[src/rtl/pce_pkg.sv]
// Shared types and helpers for the pattern count engine: FSM state encoding,
// saturating accumulate, and the legal PAT_W/BYTE_W relationship.
package pce_pkg;

    typedef enum logic [1:0] {
        IDLE = 2'd0,
        RUN  = 2'd1,
        DONE = 2'd2
    } state_t;

    // Adds in 33 bits so the carry out of a full-width add is never lost.
    function automatic logic [31:0] sat_add(input logic [31:0] a,
                                            input logic [31:0] b,
                                            input logic [31:0] max_val);
        logic [32:0] sum;
        sum = {1'b0, a} + {1'b0, b};
        if (sum > {1'b0, max_val}) begin
            return max_val;
        end
        return sum[31:0];
    endfunction

    function automatic bit pat_w_valid(input int pat_w, input int byte_w);
        return (pat_w >= 1) && (pat_w <= byte_w);
    endfunction

endpackage

[src/rtl/pattern_window_cmp.sv]
// Combinational window matcher: counts the PAT_W-bit windows of src that match
// pat on every bit where mask is 1.
module pattern_window_cmp #(
    parameter int PAT_W = 5,
    parameter int SRC_W = 8,
    parameter int SUM_W = $clog2(SRC_W - PAT_W + 2)
) (
    input  logic [SRC_W-1:0] src,
    input  logic [PAT_W-1:0] pat,
    input  logic [PAT_W-1:0] mask,
    output logic [SUM_W-1:0] count
);

    always_comb begin
        count = '0;
        for (int k = 0; k <= SRC_W - PAT_W; k++) begin
            if (((src[k +: PAT_W] ^ pat) & mask) == '0) begin
                count = count + SUM_W'(1);
            end
        end
    end

endmodule

[src/rtl/pattern_count_engine.sv]
// Streaming pattern counter: in-byte matches, matching bytes and whole-stream matches.
// Define PCE_PAT_MASK_EN to add the PatMask don't-care input.
module pattern_count_engine
    import pce_pkg::*;
#(
    parameter int PAT_W   = 5,
    parameter int BYTE_W  = 8,
    parameter int N_BYTES = 32,
    parameter int CNT_W   = 8
) (
    input  logic              Clk,
    input  logic              Reset,
    input  logic              Start,
    input  logic [PAT_W-1:0]  Pattern,
`ifdef PCE_PAT_MASK_EN
    input  logic [PAT_W-1:0]  PatMask,
`endif
    input  logic [BYTE_W-1:0] InData,
    input  logic              InValid,
    output logic              InReady,
    output logic              Busy,
    output logic              Done,
    output logic [CNT_W-1:0]  CtB,
    output logic [CNT_W-1:0]  CtO,
    output logic [CNT_W-1:0]  CtS
);

    localparam int SUM_W  = $clog2(BYTE_W + 1);
    localparam int IDX_W  = (N_BYTES > 1) ? $clog2(N_BYTES) : 1;
    localparam int TAIL_W = (PAT_W > 1) ? PAT_W - 1 : 1;
    localparam logic [IDX_W-1:0] LAST_IDX = IDX_W'(N_BYTES - 1);
    localparam logic [31:0] CNT_MAX = 32'((64'd1 << CNT_W) - 64'd1);

    if (!pat_w_valid(PAT_W, BYTE_W)) begin : g_bad_pat_w
        $error("pattern_count_engine: PAT_W must satisfy 1 <= PAT_W <= BYTE_W");
    end
    if (N_BYTES < 1) begin : g_bad_n_bytes
        $error("pattern_count_engine: N_BYTES must be at least 1");
    end

    state_t             state;
    state_t             state_next;
    logic [PAT_W-1:0]   pat;
    logic [PAT_W-1:0]   mask;
    logic [PAT_W-1:0]   mask_in;
    logic [IDX_W-1:0]   idx;
    logic [TAIL_W-1:0]  tail;
    logic [TAIL_W-1:0]  tail_next;
    logic [CNT_W-1:0]   ctb;
    logic [CNT_W-1:0]   cto;
    logic [CNT_W-1:0]   cts;
    logic [SUM_W-1:0]   byte_cnt;
    logic [SUM_W-1:0]   cross_cnt;
    logic [SUM_W-1:0]   stream_cnt;
    logic               start_ok;
    logic               accept;

`ifdef PCE_PAT_MASK_EN
    assign mask_in = PatMask;
`else
    assign mask_in = '1;
`endif

    assign start_ok = Start && ((state == IDLE) || (state == DONE));
    assign accept   = InValid && (state == RUN);

    always_ff @(posedge Clk) begin
        if (Reset) begin
            state <= IDLE;
        end else begin
            state <= state_next;
        end
    end

    always_comb begin
        state_next = state;
        InReady    = 1'b0;
        Busy       = 1'b0;
        Done       = 1'b0;
        case (state)
            IDLE: begin
                if (Start) begin
                    state_next = RUN;
                end
            end
            RUN: begin
                InReady = 1'b1;
                Busy    = 1'b1;
                if (InValid && (idx == LAST_IDX)) begin
                    state_next = DONE;
                end
            end
            DONE: begin
                Done = 1'b1;
                if (Start) begin
                    state_next = RUN;
                end
            end
            default: begin
                state_next = IDLE;
            end
        endcase
    end

    pattern_window_cmp #(
        .PAT_W (PAT_W),
        .SRC_W (BYTE_W),
        .SUM_W (SUM_W)
    ) u_byte_cmp (
        .src   (InData),
        .pat   (pat),
        .mask  (mask),
        .count (byte_cnt)
    );

    // The cross matcher sees the previous byte's last PAT_W-1 bits ahead of the
    // new byte, so each new bit position starts exactly one window.
    if (PAT_W > 1) begin : g_cross
        logic [BYTE_W+PAT_W-2:0] window;

        assign window    = {tail, InData};
        assign tail_next = window[TAIL_W-1:0];

        pattern_window_cmp #(
            .PAT_W (PAT_W),
            .SRC_W (BYTE_W + PAT_W - 1),
            .SUM_W (SUM_W)
        ) u_cross_cmp (
            .src   (window),
            .pat   (pat),
            .mask  (mask),
            .count (cross_cnt)
        );
    end else begin : g_no_cross
        assign cross_cnt = byte_cnt;
        assign tail_next = '0;
    end

    // The first byte has no predecessor, so only its own windows count.
    assign stream_cnt = (idx == '0) ? byte_cnt : cross_cnt;

    always_ff @(posedge Clk) begin
        if (Reset) begin
            pat  <= '0;
            mask <= '0;
            idx  <= '0;
            tail <= '0;
            ctb  <= '0;
            cto  <= '0;
            cts  <= '0;
        end else if (start_ok) begin
            pat  <= Pattern;
            mask <= mask_in;
            idx  <= '0;
            tail <= '0;
            ctb  <= '0;
            cto  <= '0;
            cts  <= '0;
        end else if (accept) begin
            idx  <= idx + IDX_W'(1);
            tail <= tail_next;
            ctb  <= CNT_W'(sat_add(32'(ctb), 32'(byte_cnt), CNT_MAX));
            cto  <= CNT_W'(sat_add(32'(cto), 32'(byte_cnt != '0), CNT_MAX));
            cts  <= CNT_W'(sat_add(32'(cts), 32'(stream_cnt), CNT_MAX));
        end
    end

    assign CtB = ctb;
    assign CtO = cto;
    assign CtS = cts;

endmodule

[config.mk]
export PLATFORM = sky130hd
export DESIGN_NAME = pattern_count_engine
export DESIGN_NICKNAME = d
export VERILOG_FILES = /design/src/rtl/pce_pkg.sv /design/src/rtl/pattern_window_cmp.sv /design/src/rtl/pattern_count_engine.sv
export SDC_FILE = /design/constraint.sdc
export NUM_CORES = 1
export LEC_CHECK = 0
export ABC_CLOCK_PERIOD_IN_PS = 15700
export BUFFER_PORTS_ARGS = -buffer_cell sky130_fd_sc_hd__buf_2
export CAP_MARGIN = 40
export CORE_ASPECT_RATIO = 1.5
export CORE_UTILIZATION = 25
export CTS_CLUSTER_DIAMETER = 30
export DETAILED_ROUTE_END_ITERATION = 10
export GPL_TIMING_DRIVEN = 0
export PLACE_DENSITY_LB_ADDON = 0.2
export SLEW_MARGIN = 10
export SYNTH_ARGS = -nofsm -noshare
export SYNTH_HDL_FRONTEND = slang
export SYNTH_HIERARCHICAL = 1
export SYNTH_SLANG_ARGS = --single-unit
[constraint.sdc]
create_clock -name Clk -period 15.7 [get_ports Clk]
set_input_delay 0.785 -clock Clk [delete_from_list [all_inputs] [get_ports Clk]]
set_output_delay 0.785 -clock Clk [all_outputs]
set_load 0.01 [all_outputs]
==> summary.txt <==
Status: completed
Antenna Nets Post-Route: 0
CTS tree: built
DRC violation count after routing: 0
#FFs+latches synth: 41
Flop-to-flop setup slack: 9.01 ns
Design Area, Final: 4506 um^2
Routability Congestion: 0.7521
RSZ-0062 raised after global routing: false
Hold depth: 2
GRT Util Overall: 0.1363
Placed cell count: 690
Headroom to the max-slew limit: 0.2328
Die Wd: 103.4 um
IO buf count: 42
Post-synth top area cell: dfxtp_1
Seq/Total Area, Yosys: 0.2131
Total power: 504.7 uW
Largest cells by area after synthesis: dfxtp_1, xor2_1, ha_1, nand2_1, a21oi_1
Hold-fix buffers at CTS: 0
Initial DRC Count: 124
H-tree depth: 2
Share of flip-flops with an asynchronous set or reset: 0
Vias in the first global route: 3470
Yosys cell types: 73
First-pass GRT wire length: 17150 um
Period utilization: 0.4311
Post-CTS setup buffers: 0
Ys flop type: dfxtp_1
Initial antenna violation count: 0
# fillers: 1629
CP arrival: 6.96 ns
I/O pin count: 44
Placed cell area: 4312 um^2
Antenna diode count: 0
Final Net Count: 540
DR vias: 3360
Layout cells sized above 1: 0.2064
Num CTS Buffers: 5
Final Hold Fails: 0
Yosys Warn Count: 6
DR vias/cell: 4.814
Synthesized cell area: 3852 um^2
FF-to-FF path depth: 26
Post-Layout Cell Count: 698
TritonRoute pass-1 iters: 5
Hpwl dp: 8026 um
Die height: 154.0 um
Final Core Density: 0.2990
Largest net degree at the start of global routing: 27
Post-synth EDFFs: 0
Final Max Tran Viols: 0
Row cnt: 55
Critical path launch point type: input pin
Worst Path Required: 15.89 ns
FF-to-FF Start: mask[0]
Area grow syn2layout: 16.95%
# clock sinks: 41
Die area: 15920 um^2
Syn Inst Count: 449
Critical path class: input pin to register
Maxcap violations: 0
Resize count post-CTS: 0
Syn_nets: 491
Starting Density: 0.2556
VDD IR max: 98.44 uV
Routed len/inst: 14.75 um
Slew @ Worst Pin: 1.151 ns
CP endpoint kind: register
Placeable Area: 15070 um^2
Avg Cell Area, Syn: 8.580 um^2
Final wirelength: 10300 um
Bufs on Longest Clock Path: 2
Leak: 2.007 nW
Hold crit path type: register to register
Setup Viol. Count Final: 0
Final Critical Period: 6.768 ns
Grt ovf: 0
Setup TNS: 0 ns
Clk slew on worst S/H paths: 0.07 ns
WHS Endpoint: tail[3]
Hold path start: tail[3]
Most frequent cells in the layout: xor2_1, nand2_1, buf_2
Clock root cell: clkbuf_16
Clock Skews: 0.005798 ns
CP max FO: 9
RR Endpoint: CtS[6]
Fmax achieved: 0.1478 GHz
Clk_lat worst skew: 0.29 ns
Top-area cell type share of the netlist area: 0.2131
Commonest non-fill, non-tap cell in the layout: xor2_1
Power per cell area: 112.0 nW/um^2
[state kept, by name (all words and copies together) (netlist names)]
register  flops
idx           5
mask          1
CtO           8
state         2
CtS           8
tail          4
pat           5
CtB           8
[worst max-delay path by stage]
| stage | start | cells past startpoint | end | slack [ns] |
|---|---|---|---|---|
| 2_1_floorplan | InData[5] | 27 | CtS[3] | 9.41 |
| 3_3_place_gp | InData[5] | 28 | CtS[3] | 8.68 |
| 3_5_place_dp | InData[5] | 28 | CtS[6] | 8.59 |
| 4_1_cts | InData[5] | 28 | CtS[6] | 8.87 |
| 5_1_grt | InData[5] | 27 | CtS[7] | 8.48 |
| 6_report | InData[5] | 28 | CtS[6] | 8.93 |
[power breakdown]
| group | total (mW) | switching (mW) | internal [mW] | leakage (nW) |
|---|---|---|---|---|
| Sequential | 0.113 | 0.00602 | 0.107 | 0.332 |
| Combinational | 0.254 | 0.133 | 0.121 | 1.58 |
| Clock | 0.137 | 0.0455 | 0.0917 | 0.0944 |
| Total | 0.505 | 0.185 | 0.320 | 2.01 |
[synth_stat cells (all sizes together) (3+ instances only)]
cell type,number
a211oi,6
a21oi,29
a222oi,10
a22oi,14
a311oi,3
a31oi,11
and2,7
and3,6
buf,16
clkbuf,9
dfxtp,41
ha,23
inv,18
mux2,6
mux2i,9
nand2,53
nand3,13
nand4,7
nor2,23
nor2b,6
nor3,4
nor3b,3
o21ai,9
o21bai,3
o22ai,3
or2,4
xnor2,14
xor2,68
[layout make-up]
type                            count  area [um^2]  area share
Inverter                           18        67.56     0.01500
Multi-Input combinational cell    364         2734      0.6068
Tap cell                          199        249.0     0.05526
Clock inverter                      3        68.82     0.01527
Sequential cell                    41        820.8      0.1822
Clock buffer                        5        125.1     0.02777
Timing Repair Buffer               42        210.2     0.04665
Buffer                             26        230.2     0.05110
[worst max-delay path, stage by stage]
cell and delay, ns:
buf_2 0.15, clkbuf_1 0.33, xor2_1 0.11, a222oi_1 0.50, nand2_4 0.16, inv_1 0.08
ha_1 0.28, a221oi_1 0.31, nand2_1 0.09, o41ai_1 0.35, nor3_2 0.12, inv_1 0.07
ha_1 0.22, xnor3_1 0.36, o22ai_1 0.09, or2_4 0.26, ha_1 0.28, or2_2 0.31
o21a_1 0.13, ha_1 0.27, mux2_2 0.13, mux2_2 0.15, inv_1 0.05, fa_1 0.41
nand3b_1 0.27, a211oi_1 0.36, nor2_1 0.07, a211oi_1 0.23
[per-stage QoR]
stage | worst slack [ns] | hold slack (ns)
floorplan | 9.412 | 0.4478
global placement | 8.681 | 0.4640
detailed placement | 8.586 | 0.4633
CTS | 8.868 | 0.4729
global route | 8.478 | 0.5232
finish | 8.932 | 0.4691
[cell families after synthesis]
| group | after synthesis | synth area share |
|---|---|---|
| compound gates | 102 | 0.1890 |
| xor+xnor | 84 | 0.2043 |
| fa+ha+maj | 25 | 0.08509 |
| buf+inv | 44 | 0.07729 |
| flops | 41 | 0.2131 |
| mux | 15 | 0.04092 |
| other cells | 1 | 0.0009734 |
| simple gates | 137 | 0.1894 |
[metal layers]
layer | GRT usage | vias up | share of wire
met5 | 0 | - | 0
met4 | 0.05500 | 0 | 0.028
met3 | 0.01136 | 21 | 0.020
met2 | 0.2573 | 62 | 0.54
met1 | 0.1512 | 1578 | 0.41
li1 | - | 1699 | -
Power figures use the tool's default switching activity.
